`src/rtl/pipeline_hazard_ctrl.sv`:
```
// Stall/flush controller for the PC, IF/ID, ID/EX and EX/MEM registers of the 5-stage core.
// Define PIPE_CTRL_PERF_EN to build the stall_count / flush_count performance counters.
module pipeline_hazard_ctrl #(
   parameter int FLUSH_CYCLES = 1,
   parameter int CNT_W        = 16
) (
   input  logic             clk,
   input  logic             rst,
   input  logic [4:0]       id_rs1,
   input  logic [4:0]       id_rs2,
   input  logic             id_uses_rs1,
   input  logic             id_uses_rs2,
   input  logic [4:0]       ex_rd,
   input  logic             ex_mem_read,
   input  logic             ex_branch_taken,
   input  logic             ex_div_start,
   input  logic             div_done,
   input  logic             imem_ready,
   input  logic             dmem_busy,
   output logic             pc_en,
   output logic             if_id_en,
   output logic             if_id_flush,
   output logic             id_ex_en,
   output logic             id_ex_flush,
   output logic             ex_mem_en,
   output logic             ex_mem_flush,
   output logic [2:0]       ctrl_state,
   output logic [CNT_W-1:0] stall_count,
   output logic [CNT_W-1:0] flush_count
);

   typedef enum logic [2:0] {
      RUN      = 3'd0,
      MEM_WAIT = 3'd1,
      DIV_WAIT = 3'd2,
      FLUSH    = 3'd3
   } state_t;

   localparam logic [1:0] FLUSH_LOAD = 2'(FLUSH_CYCLES - 1);

   state_t     state, state_nxt;
   logic [1:0] fcnt, fcnt_nxt;
   logic       luh;

   assign luh = ex_mem_read && (ex_rd != 5'd0) &&
                ((id_uses_rs1 && (id_rs1 == ex_rd)) || (id_uses_rs2 && (id_rs2 == ex_rd)));

   assign ctrl_state = state;

   always_comb begin
      // NOTE: every output and next-state value gets a default first so no path infers a latch.
      pc_en        = 1'b1;
      if_id_en     = 1'b1;
      if_id_flush  = 1'b0;
      id_ex_en     = 1'b1;
      id_ex_flush  = 1'b0;
      ex_mem_en    = 1'b1;
      ex_mem_flush = 1'b0;
      state_nxt    = state;
      fcnt_nxt     = fcnt;

      case (state)
         // MEM_WAIT re-runs the RUN priority list the cycle memory frees up, so no dead cycle.
         RUN, MEM_WAIT: begin
            if (dmem_busy) begin
               pc_en     = 1'b0;
               if_id_en  = 1'b0;
               id_ex_en  = 1'b0;
               ex_mem_en = 1'b0;
               state_nxt = MEM_WAIT;
            end else if (ex_branch_taken) begin
               if_id_flush = 1'b1;
               id_ex_flush = 1'b1;
               if (FLUSH_CYCLES > 1) begin
                  state_nxt = FLUSH;
                  fcnt_nxt  = FLUSH_LOAD;
               end else begin
                  state_nxt = RUN;
               end
            end else if (ex_div_start) begin
               pc_en    = 1'b0;
               if_id_en = 1'b0;
               id_ex_en = 1'b0;
               if (div_done) begin
                  state_nxt = RUN;
               end else begin
                  ex_mem_flush = 1'b1;
                  state_nxt    = DIV_WAIT;
               end
            end else begin
               state_nxt = RUN;
               if (luh) begin
                  pc_en       = 1'b0;
                  if_id_en    = 1'b0;
                  id_ex_flush = 1'b1;
               end else if (!imem_ready) begin
                  pc_en       = 1'b0;
                  if_id_flush = 1'b1;
               end
            end
         end

         DIV_WAIT: begin
            pc_en    = 1'b0;
            if_id_en = 1'b0;
            id_ex_en = 1'b0;
            if (dmem_busy) begin
               ex_mem_en = 1'b0;
            end else if (div_done) begin
               state_nxt = RUN;
            end else begin
               ex_mem_flush = 1'b1;
            end
         end

         FLUSH: begin
            if (dmem_busy) begin
               pc_en     = 1'b0;
               if_id_en  = 1'b0;
               id_ex_en  = 1'b0;
               ex_mem_en = 1'b0;
            end else begin
               if_id_flush = 1'b1;
               pc_en       = imem_ready;
               if (fcnt <= 2'd1) begin
                  state_nxt = RUN;
                  fcnt_nxt  = 2'd0;
               end else begin
                  fcnt_nxt = fcnt - 2'd1;
               end
            end
         end

         default: state_nxt = RUN;
      endcase
   end

   always_ff @(posedge clk or posedge rst) begin
      if (rst) begin
         state <= RUN;
         fcnt  <= 2'd0;
      end else begin
         // NOTE: state flops use non-blocking assignment so every flop samples pre-edge values.
         state <= state_nxt;
         fcnt  <= fcnt_nxt;
      end
   end

`ifdef PIPE_CTRL_PERF_EN
   logic             redirect;
   logic [CNT_W-1:0] stall_q, flush_q;

   // A redirect is only honoured on a RUN-evaluation cycle with memory free.
   assign redirect = ((state == RUN) || (state == MEM_WAIT)) && !dmem_busy && ex_branch_taken;

   always_ff @(posedge clk or posedge rst) begin
      if (rst) begin
         stall_q <= '0;
         flush_q <= '0;
      end else begin
         if (!pc_en && (stall_q != '1))
            stall_q <= stall_q + CNT_W'(1);
         if (redirect && (flush_q != '1))
            flush_q <= flush_q + CNT_W'(1);
      end
   end

   assign stall_count = stall_q;
   assign flush_count = flush_q;
`else
   assign stall_count = '0;
   assign flush_count = '0;
`endif

endmodule

```
`config.mk`:
```
export PLATFORM = sky130hd
export DESIGN_NAME = pipeline_hazard_ctrl
export DESIGN_NICKNAME = d
export VERILOG_FILES = /design/src/rtl/pipeline_hazard_ctrl.sv
export SDC_FILE = /design/constraint.sdc
export NUM_CORES = 1
export LEC_CHECK = 0
export BUFFER_PORTS_ARGS = -buffer_cell sky130_fd_sc_hd__buf_2
export CORE_UTILIZATION = 39
export DETAILED_ROUTE_END_ITERATION = 10
export GPL_TIMING_DRIVEN = 0
export PLACE_DENSITY = 0.92
export SETUP_SLACK_MARGIN = 0.5
export SYNTH_ARGS = -nofsm -noshare
export SYNTH_HDL_FRONTEND = slang
export SYNTH_SLANG_ARGS = --single-unit
```
`constraint.sdc`:
```
create_clock -name clk -period 3.6 [get_ports clk]
set_input_delay 0.36 -clock clk [delete_from_list [all_inputs] [get_ports clk]]
set_output_delay 0.36 -clock clk [all_outputs]
set_load 0.01 [all_outputs]
```
==> insert_results.sql, run 1 <==
INSERT INTO impl_metrics (metric_group, metric, value, unit) VALUES
('critical_path', 'worst_setup_path_end_kind', 'output pin', ''),
('yosys', 'postSynthCellCount', '94', ''),
('yosys', 'postSynth.asyncResetShare', '100', '%'),
('run_status', 'outcome', 'complete, but fails checks', ''),
('yosys', 'synth.yosys.warnings', '0', ''),
('critical_path', 'crit_path_start_kind', 'input port', ''),
('floorplan', 'ioPinCount', '67', ''),
('drt', 'detail_route.first_pass.iterations', '7', ''),
('critical_path', 'timing.critical_path.buf_inv', '2', ''),
('floorplan', 'fp.dieH', '44.2', 'µm'),
('layout', 'finalNetCount', '190', ''),
('drt', 'number_of_drc_violations_after_detailed_routing', '7', ''),
('layout', 'insertedDiodeCount', '0', ''),
('global_routing', 'gr_overflow_total', '0', ''),
('min_path', 'hold_class', 'input port to register', ''),
('yosys', 'synth_flop_cell', 'sky130_fd_sc_hd__dfrtp_1', ''),
('sta', 'totalNegativeSetupSlack', '0', 'ns'),
('place', 'hpwlAfterDp', '1330', 'µm'),
('place', 'place.port_buffers', '33', ''),
('clocking', 'clkTransAtPathRegs', '0.04', 'ns'),
('place', 'numPlacedInstances', '175', ''),
('global_routing', 'grt_pass1_wl', '2260', 'µm'),
('critical_path', 'rr_startpoint', 'ctrl_state[1]$_DFFE_PP0P_', ''),
('place', 'gp_congestion', '0.687', ''),
('power_and_ir_drop', 'power.clock.fraction', '25.4', '%'),
('global_routing', 'grt_antenna_before_repair', '0', ''),
('floorplan', 'fp.dieW', '44.2', 'µm'),
('clocking', 'number_of_buffers_added_by_the_clock_tree_synthesis_step', '3', ''),
('layout', 'drive_gt1_share', '44.8', '%'),
('critical_path', 'timing.critical_path.slowest_stage_cell', 'sky130_fd_sc_hd__or4_4', ''),
('layout', 'final_cell_count_no_fill', '179', ''),
('drt', 'totalWireLength', '1440', 'µm'),
('yosys', 'ys_types', '28', ''),
('power_and_ir_drop', 'cellInternalPower', '0.140', 'mW'),
('sta', 'timing.final.max_slew_violations', '0', ''),
('yosys', 'yosysTopAreaCell', 'sky130_fd_sc_hd__buf_4', ''),
('drt', 'wl_per_cell', '8.05', 'µm'),
('sta', 'max_clock_freq', '522', 'MHz'),
('critical_path', 'cpLargestDelayFamily', 'simple AND/OR/NAND/NOR gates', ''),
('global_routing', 'grt_max_degree', '11', ''),
('critical_path', 'timing.critical_path.cells', 'buf_2, or4_4, o21ai_4, nor2_2, a21o_1, buf_2', ''),
('floorplan', 'die_area', '1960', 'µm²'),
('critical_path', 'worst-r2r-setup-slack', '2.35', 'ns'),
('critical_path', 'r2r_end', 'fcnt[0]$_DFFE_PP0P_', ''),
('critical_path', 'critical_path_data_required_time', '3.24', 'ns'),
('global_routing', 'globalRouteTotalUtil', '15.1', '%'),
('yosys', 'top_post_synthesis_cells_by_area', 'sky130_fd_sc_hd__buf_4 36%, sky130_fd_sc_hd__dfrtp_1 14%, sky130_fd_sc_hd__xnor2_1 13%', ''),
('drt', 'route.vias.total', '737', ''),
('power_and_ir_drop', 'power.net_switching', '0.0737', 'mW'),
('min_path', 'timing.hold.worst_endpoint', 'fcnt[0]$_DFFE_PP0P_', ''),
('critical_path', 'cpMostUsedCell', 'sky130_fd_sc_hd__buf_2', ''),
('clocking', 'cts.repair_timing.setup_buffer_count', '0', ''),
('yosys', 'proportion_of_synthesized_chip_area_in_sequential_cells', '14.4', '%'),
('drt', 'route.antenna.remaining_nets', '0', ''),
('drt', 'routed_via_density', '4.12', ''),
('min_path', 'min_from', 'dmem_busy', ''),
('floorplan', 'initial_core_util', '44.1', '%'),
('layout', 'finalCoreUtilization', '65.6', '%'),
('power_and_ir_drop', 'worst_ir_drop_vdd', '0.111', 'mV'),
('power_and_ir_drop', 'leakage', '0.620', 'nW'),
('power_and_ir_drop', 'power_density', '207', 'nW/µm²'),
('yosys', 'summed_instance_area_of_the_synthesized_netlist', '696', 'µm²'),
('critical_path', 'count_of_cells_along_the_worst_register_to_register_path', '4', ''),
('run_status', 'violated_checks', 'DRC', ''),
('yosys', 'synth_enable_flop_cells', '0', ''),
('critical_path', 'critical-path-max-stage-delay', '0.54', 'ns'),
('clocking', 'htree_levels', '1', ''),
('critical_path', 'worstPathArrival', '1.56', 'ns'),
('yosys', 'register_bit_count_reported_by_yosys', '4', ''),
('floorplan', 'design.core.area', '1580', 'µm²'),
('power_and_ir_drop', 'switching_share', '34.4', '%');
## power by group through the flow
stage                     Sequential, mW  Clock, mW  Combinational [mW]
final                             0.0482     0.0544               0.111
after global routing              0.0483     0.0613               0.123
after CTS                         0.0482     0.0563               0.110
after detailed placement          0.0488          0               0.109
after global placement            0.0488          0               0.106
after floorplan                   0.0495          0              0.0771
## worst min-delay path, delay by kind of cell
kind | cells | cell delay, ns
buf+inv | 1 | 0.11
simple gates | 2 | 0.15
## registers in the layout, summed over array words and instances (netlist names)
register and flops:
fcnt 2, ctrl_state 2
## final cells by class
type / count / area (µm²)
multi-input combinational: 84 / 448
fill: 145 / 543
tap: 16 / 20.0
buffer: 35 / 256
clock buffer: 3 / 22.5
timing repair buffer: 34 / 175
inverter: 3 / 11.3
sequential: 4 / 100
## how the worst max path moves through the flow
stage | to | startpoint | slack, ns | cells past startpoint
after floorplan | id_ex_flush | ex_rd[1] | 1.94 | 4
after global routing | pc_en | ctrl_state[1]$_DFFE_PP0P_ | 1.59 | 5
after global placement | id_ex_flush | ex_rd[1] | 1.68 | 6
final | id_ex_flush | ex_rd[1] | 1.68 | 6
after CTS | id_ex_flush | ex_rd[1] | 1.68 | 6
after detailed placement | id_ex_flush | ex_rd[1] | 1.68 | 6
## routing by layer
| layer | global-route usage, % | up-vias | routed length [µm] |
|---|---|---|---|
| li1 | - | 383 | - |
| met2 | 30.9 | 50 | 735 |
| met3 | 0.816 | 2 | 209 |
| met4 | 5.45 | 0 | 17 |
| met1 | 15.8 | 302 | 479 |
| met5 | 0 | - | 0 |
## kinds of logic (layout without fill, tap and decap cells)
logic type / after synthesis / in the layout / synth area share, %
AND/OR/NAND/NOR: 25 / 25 / 19.2
AO/OA/AOI/OAI: 16 / 16 / 14.7
buffers and inverters: 38 / 75 / 38.5
flip-flops: 4 / 4 / 14.4
XOR/XNOR: 10 / 10 / 12.6
other: 1 / 33 / 0.539
## cells in the final DEF (no fill, tap or decap), types with 2 or more instances in the layout
cell type / count
sky130_fd_sc_hd__conb_1: 33
sky130_fd_sc_hd__o21ai_0: 3
sky130_fd_sc_hd__nor2_1: 5
sky130_fd_sc_hd__buf_2: 34
sky130_fd_sc_hd__xnor2_1: 10
sky130_fd_sc_hd__dfrtp_1: 4
sky130_fd_sc_hd__nand4_1: 2
sky130_fd_sc_hd__inv_1: 3
sky130_fd_sc_hd__a21o_1: 2
sky130_fd_sc_hd__a21oi_1: 6
sky130_fd_sc_hd__clkbuf_4: 3
sky130_fd_sc_hd__nor3_1: 2
sky130_fd_sc_hd__buf_4: 33
sky130_fd_sc_hd__nand2_1: 7
## timing repair
action                                  in CTS  in global routing
endpoints found under the setup margin       0                  0
resized for setup                            0                  0
hold buffers                                 1                  0
hold endpoints to repair                     4                  0
## stage by stage
| step | worst slack, ns | cell area (µm²) | hold slack, ns | power [mW] |
|---|---|---|---|---|
| 3_5_place_dp | 1.68 | 1000 | 0.242 | 0.158 |
| 3_3_place_gp | 1.68 | 1000 | 0.245 | 0.155 |
| 2_1_floorplan | 1.94 | 816 | 0.126 | 0.127 |
| 4_1_cts | 1.68 | 1030 | 0.424 | 0.215 |
| 6_report | 1.68 | 1030 | 0.423 | 0.214 |
| 5_1_grt | 1.59 | 1030 | 0.476 | 0.232 |
(Power assumes the default switching activity.)
==> inputs of run 2 (changes only) <==
Settings changed: CORE_UTILIZATION 39 to 32, PLACE_DENSITY 0.92 to 0.82.
Clock period 3.6 ns to 1.55 ns, I/O delays scaled along.
==> insert_results.sql, run 2 (synthesis results as in run 1) <==
INSERT INTO impl_metrics (metric_group, metric, value, unit) VALUES
('clocking', 'tritoncts', 'done', ''),
('floorplan', 'fp.dieW', '48.6', 'µm'),
('layout', 'ff_latch_area', '101', 'µm²'),
('critical_path', 'critical_path_data_required_time', '1.39', 'ns'),
('sta', 'worst_clock_skew', '0.00380', 'ns'),
('critical_path', 'timing.critical_path.cells', 'buf_6, or3_4, nor2_4, a21o_1, buf_2', ''),
('critical_path', 'worst_setup_path_end_kind', 'output pin', ''),
('layout', 'finalNetCount', '194', ''),
('global_routing', 'grt_pass1_vias', '666', ''),
('drt', 'wl_per_cell', '8.18', 'µm'),
('layout', 'layout_commonest_cell', 'sky130_fd_sc_hd__buf_4', ''),
('critical_path', 'crit_path_start_kind', 'register', ''),
('layout', 'most-common-layout-cells', '36 x sky130_fd_sc_hd__buf_4, 33 x sky130_fd_sc_hd__conb_1, 32 x sky130_fd_sc_hd__buf_2', ''),
('place', 'numPlacedInstances', '186', ''),
('global_routing', 'grt_antenna_before_repair', '0', ''),
('sta', 'finalWorstPathRequiredPeriod', '1.57', 'ns'),
('global_routing', 'grt.busiest_layer', 'met2', ''),
('place', 'gp_congestion', '0.729', ''),
('drt', 'totalWireLength', '1590', 'µm'),
('floorplan', 'ioPinCount', '67', ''),
('place', 'place.port_buffers', '33', ''),
('floorplan', 'fp.dieH', '48.6', 'µm'),
('floorplan', 'rows', '16', ''),
('critical_path', 'critical-path-max-stage-delay', '0.39', 'ns'),
('sta', 'max_clock_freq', '637', 'MHz'),
('power_and_ir_drop', 'worst_ir_drop_vdd', '0.233', 'mV'),
('global_routing', 'grt_pass1_wl', '2540', 'µm'),
('clocking', 'bufs_on_longest_clock_path', '2', ''),
('critical_path', 'timing.critical_path.slowest_stage_cell', 'sky130_fd_sc_hd__dfrtp_1', ''),
('clocking', 'htree_levels', '1', ''),
('floorplan', 'initial_core_util', '34.7', '%'),
('clocking', 'number_of_buffers_added_by_the_clock_tree_synthesis_step', '3', ''),
('place', 'place_ws', '0.0430', 'ns'),
('sta', 'hold_violations', '0', ''),
('critical_path', 'timing.critical_path.buf_inv', '2', ''),
('layout', 'area_taken_by_multi_input_logic_gates', '509', 'µm²'),
('clocking', 'cts.sink_count', '4', ''),
('sta', 'final_critical_path_setup_slack', '-0.0199', 'ns'),
('job', 'cap_violations', '0', ''),
('layout', 'fillerInstances', '195', ''),
('drt', 'routed_via_density', '3.88', ''),
('sta', 'grt_setup_unrepaired', 'yes', ''),
('drt', 'drt_iter0_markers', '10', ''),
('run_status', 'violated_checks', 'setup timing', ''),
('critical_path', 'critical_path.max_fanout', '5', ''),
('global_routing', 'met3_usage', '3.14', '%'),
('layout', 'area_growth', '66.4', '%'),
('drt', 'route.antenna.remaining_nets', '0', ''),
('min_path', 'hold_class', 'input port to register', ''),
('drt', 'number_of_drc_violations_after_detailed_routing', '0', ''),
('critical_path', 'worst-r2r-setup-slack', '0.30', 'ns'),
('layout', 'drive_gt1_share', '54.5', '%'),
('place', 'hpwlAfterDp', '1320', 'µm'),
('power_and_ir_drop', 'p_total', '0.542', 'mW'),
('floorplan', 'design.core.area', '2000', 'µm²'),
('layout', 'finalCoreUtilization', '57.8', '%'),
('clocking', 'clkTransAtPathRegs', '0.04', 'ns'),
('global_routing', 'met1_usage', '11.4', '%'),
('sta', 'setup_violators_final', '2', ''),
('floorplan', 'die_area', '2360', 'µm²'),
('sta', 'timing.final.max_slew_violations', '0', ''),
('global_routing', 'gr_overflow_total', '0', ''),
('run_status', 'outcome', 'complete, but fails checks', ''),
('clocking', 'clock_tree.root_cell', 'sky130_fd_sc_hd__clkbuf_4', ''),
('critical_path', 'cpLargestDelayFamily', 'simple AND/OR/NAND/NOR gates', ''),
('critical_path', 'worstPathArrival', '1.41', 'ns'),
('global_routing', 'grt_use_met2', '28.7', '%'),
('drt', 'detail_route.first_pass.iterations', '4', ''),
('power_and_ir_drop', 'leakage', '0.662', 'nW'),
('drt', 'route.vias.total', '753', ''),
('critical_path', 'timing.setup.critical_path_class', 'register to output pin', ''),
('layout', 'final_cell_count_no_fill', '194', ''),
('clocking', 'insertion_delay', '0.24', 'ns'),
('sta', 'final_min_period_over_clock_period', '101', '%'),
('layout', 'insertedDiodeCount', '0', ''),
('global_routing', 'globalRouteTotalUtil', '13.7', '%'),
('power_and_ir_drop', 'power_density', '468', 'nW/µm²'),
('global_routing', 'grt_max_degree', '11', '');
[run 2: routing by layer]
metal  wire (µm)  vias to the layer above
li1            -                      395
met1         514                      301
met2         863                       53
met3         186                        4
met4          22                        0
met5           0                        -
[run 2: report_power, final]
part	switching [mW]	leakage (nW)	internal (mW)
sequential	0.00534	0.0522	0.109
combinational	0.141	0.596	0.155
clock	0.0442	0.0138	0.0867
[run 2: what timing repair did]
action | 4_1_cts | 5_1_grt
pin swaps | 5 | 1
gates cloned | 1 | 0
buffers inserted | 2 | 1
resized for setup | 10 | 2
setup endpoints to repair | 8 | 8
hold buffers | 1 | 0
hold endpoints to repair | 4 | 0
[run 2: final cells by class]
cell class / instances / area share, %
Buffer: 35 / 22.8
Clock buffer: 3 / 1.95
Inverter: 3 / 0.973
Multi-Input combinational cell: 84 / 44.0
Sequential cell: 4 / 8.76
Tap cell: 27 / 2.92
Timing Repair Buffer: 38 / 18.6
[run 2: worst min-delay path, cell delays in order]
cell	delay [ns]
sky130_fd_sc_hd__buf_2	0.12
sky130_fd_sc_hd__or4b_1	0.12
sky130_fd_sc_hd__nand2_1	0.05
[run 2: through the flow]
step | setup TNS, ns | hold slack (ns) | area (µm²)
detailed placement | 0 | 0.0447 | 1050
finish | -0.0371 | 0.257 | 1160
global placement | 0 | 0.0364 | 1050
global route | -0.328 | 0.265 | 1160
floorplan | 0 | -0.0789 | 855
CTS | -0.0550 | 0.243 | 1140
[run 2: path summary, 6_finish.rpt]
path,startpoint,end,cells past startpoint
worst max-delay path,ctrl_state[1]$_DFFE_PP0P_,id_ex_flush,5
worst min-delay path,dmem_busy,fcnt[0]$_DFFE_PP0P_,3
worst max register to register,ctrl_state[1]$_DFFE_PP0P_,ctrl_state[1]$_DFFE_PP0P_,6
worst min register to register,fcnt[0]$_DFFE_PP0P_,fcnt[1]$_DFFE_PP0P_,1
max in group asynchronous,rst,ctrl_state[0]$_DFFE_PP0P_,3
min in group asynchronous,rst,ctrl_state[1]$_DFFE_PP0P_,3
==> inputs of run 3 (changes only) <==
Settings changed: REMOVE_ABC_BUFFERS set to 1.
==> insert_results.sql, run 3 (synthesis results as in run 1) <==
INSERT INTO impl_metrics (metric_group, metric, value, unit) VALUES
('power_and_ir_drop', 'cellInternalPower', '0.316', 'mW'),
('drt', 'route.antenna.remaining_nets', '0', ''),
('place', 'hpwlAfterDp', '1040', 'µm'),
('clocking', 'tritoncts', 'done', ''),
('drt', 'detail_route.first_pass.iterations', '2', ''),
('sta', 'final_min_period_over_clock_period', '98.6', '%'),
('clocking', 'number_of_buffers_added_by_the_clock_tree_synthesis_step', '3', ''),
('sta', 'hold_violations', '0', ''),
('sta', 'timing.hold.ws', '0.351', 'ns'),
('sta', 'finalWorstPathRequiredPeriod', '1.53', 'ns'),
('drt', 'totalWireLength', '1540', 'µm'),
('floorplan', 'fp.dieH', '48.6', 'µm'),
('critical_path', 'crit_path_start_kind', 'register', ''),
('place', 'place.port_buffers', '33', ''),
('power_and_ir_drop', 'worst_ir_drop_vdd', '0.290', 'mV'),
('layout', 'drive_gt1_share', '45.6', '%'),
('global_routing', 'gr_overflow_total', '0', ''),
('power_and_ir_drop', 'power.clock.fraction', '25.2', '%'),
('sta', 'final_critical_path_setup_slack', '0.0222', 'ns'),
('drt', 'route.vias.total', '680', ''),
('layout', 'fillerInstances', '200', ''),
('global_routing', 'grt_max_degree', '14', ''),
('critical_path', 'worstPathArrival', '1.37', 'ns'),
('clocking', 'cts.sink_count', '4', ''),
('critical_path', 'worst-r2r-setup-slack', '0.17', 'ns'),
('clocking', 'htree_levels', '1', ''),
('power_and_ir_drop', 'power.sequential.fraction', '23.8', '%'),
('layout', 'finalNetCount', '163', ''),
('layout', 'final_cell_count_no_fill', '163', ''),
('drt', 'number_of_drc_violations_after_detailed_routing', '0', ''),
('critical_path', 'critical_path_data_required_time', '1.39', 'ns'),
('global_routing', 'grt_pass1_vias', '595', ''),
('run_status', 'outcome', 'finished clean', ''),
('power_and_ir_drop', 'power.combinational.fraction', '51.0', '%'),
('floorplan', 'rows', '16', ''),
('sta', 'setup_violators_final', '0', ''),
('critical_path', 'timing.setup.critical_path_class', 'register to output pin', ''),
('floorplan', 'design.core.area', '2000', 'µm²'),
('clocking', 'clkTransAtPathRegs', '0.04', 'ns'),
('sta', 'worst_clock_skew', '0.00146', 'ns'),
('sta', 'timing.final.max_slew_violations', '0', ''),
('floorplan', 'initial_core_util', '34.7', '%'),
('clocking', 'insertion_delay', '0.23', 'ns'),
('sta', 'totalNegativeSetupSlack', '0', 'ns'),
('sta', 'max_clock_freq', '655', 'MHz'),
('drt', 'routed_via_density', '4.17', ''),
('layout', 'most-common-layout-cells', '33 x sky130_fd_sc_hd__conb_1, 29 x sky130_fd_sc_hd__buf_2, 10 x sky130_fd_sc_hd__xnor2_1', ''),
('power_and_ir_drop', 'switching_share', '37.1', '%'),
('clocking', 'bufs_on_longest_clock_path', '2', ''),
('global_routing', 'globalRouteTotalUtil', '12.5', '%'),
('power_and_ir_drop', 'leakage', '0.503', 'nW'),
('place', 'numPlacedInstances', '151', ''),
('global_routing', 'grt_antenna_before_repair', '0', ''),
('place', 'placement.cell_area', '758', 'µm²'),
('power_and_ir_drop', 'power.net_switching', '0.186', 'mW'),
('layout', 'insertedDiodeCount', '0', ''),
('layout', 'layout_commonest_cell', 'sky130_fd_sc_hd__conb_1', ''),
('drt', 'drt_iter0_markers', '8', ''),
('layout', 'finalCoreUtilization', '49.7', '%'),
('floorplan', 'ioPinCount', '67', ''),
('critical_path', 'worst_setup_path_end_kind', 'output pin', ''),
('critical_path', 'critical_path.max_fanout', '6', ''),
('clocking', 'clock_tree.root_cell', 'sky130_fd_sc_hd__clkbuf_4', ''),
('place', 'gp_congestion', '0.750', ''),
('power_and_ir_drop', 'power_density', '505', 'nW/µm²'),
('min_path', 'hold_class', 'input port to asynchronous set/reset pin', ''),
('sta', 'grt_setup_unrepaired', 'yes', ''),
('job', 'cap_violations', '0', ''),
('power_and_ir_drop', 'p_total', '0.502', 'mW'),
('place', 'place_ws', '0.0315', 'ns'),
('drt', 'wl_per_cell', '9.43', 'µm'),
('layout', 'fin_area', '995', 'µm²'),
('layout', 'area_growth', '43.0', '%'),
('floorplan', 'die_area', '2360', 'µm²'),
('floorplan', 'fp.dieW', '48.6', 'µm'),
('global_routing', 'grt_pass1_wl', '2330', 'µm');
## run 3: path summary, 6_finish.rpt
path	from	end	depth (start not counted)
setup / recovery	ctrl_state[1]$_DFFE_PP0P_	id_ex_flush	4
hold / removal	rst	fcnt[0]$_DFFE_PP0P_	3
setup reg to reg	ctrl_state[1]$_DFFE_PP0P_	ctrl_state[1]$_DFFE_PP0P_	7
hold reg to reg	fcnt[0]$_DFFE_PP0P_	fcnt[1]$_DFFE_PP0P_	1
max in group asynchronous	rst	ctrl_state[0]$_DFFE_PP0P_	3
min in group clk	dmem_busy	ctrl_state[0]$_DFFE_PP0P_	3
## run 3: power groups by stage
stage                     logic (mW)  clock network, mW  registers (mW)
after floorplan                0.110                  0           0.118
after global placement         0.180                  0           0.117
after detailed placement       0.182                  0           0.118
after CTS                      0.228              0.135           0.115
after global routing           0.279              0.144           0.120
final                          0.256              0.127           0.119
## run 3: repair_timing
item | 4_1_cts | 5_1_grt
hold buffers | 1 | 0
buffers inserted | 7 | 1
setup endpoints to repair | 9 | 11
resized for setup | 22 | 14
hold endpoints to repair | 4 | 0
pin swaps | 9 | 8
## run 3: layer usage
| layer | up-vias | wire length, µm | track usage, % |
|---|---|---|---|
| met2 | 38 | 869 | 23.1 |
| met4 | 0 | 14 | 7.35 |
| li1 | 329 | - | - |
| met5 | - | 0 | 0 |
| met1 | 311 | 547 | 12.7 |
| met3 | 2 | 105 | 2.52 |
## run 3: area by class of cell
class	count	area (µm²)	share of cell area [%]
clock buffer	3	22.5	2.26
inverter	3	11.3	1.13
multi-input combinational	84	538	54.1
sequential	4	103	10.3
tap	27	33.8	3.40
timing repair buffer	42	287	28.8
## run 3: critical path, stage by stage (launching register included)
cell and delay [ns]:
sky130_fd_sc_hd__dfrtp_2 0.46, sky130_fd_sc_hd__or3_4 0.36, sky130_fd_sc_hd__nor2_2 0.11, sky130_fd_sc_hd__a21o_1 0.10
sky130_fd_sc_hd__buf_2 0.12
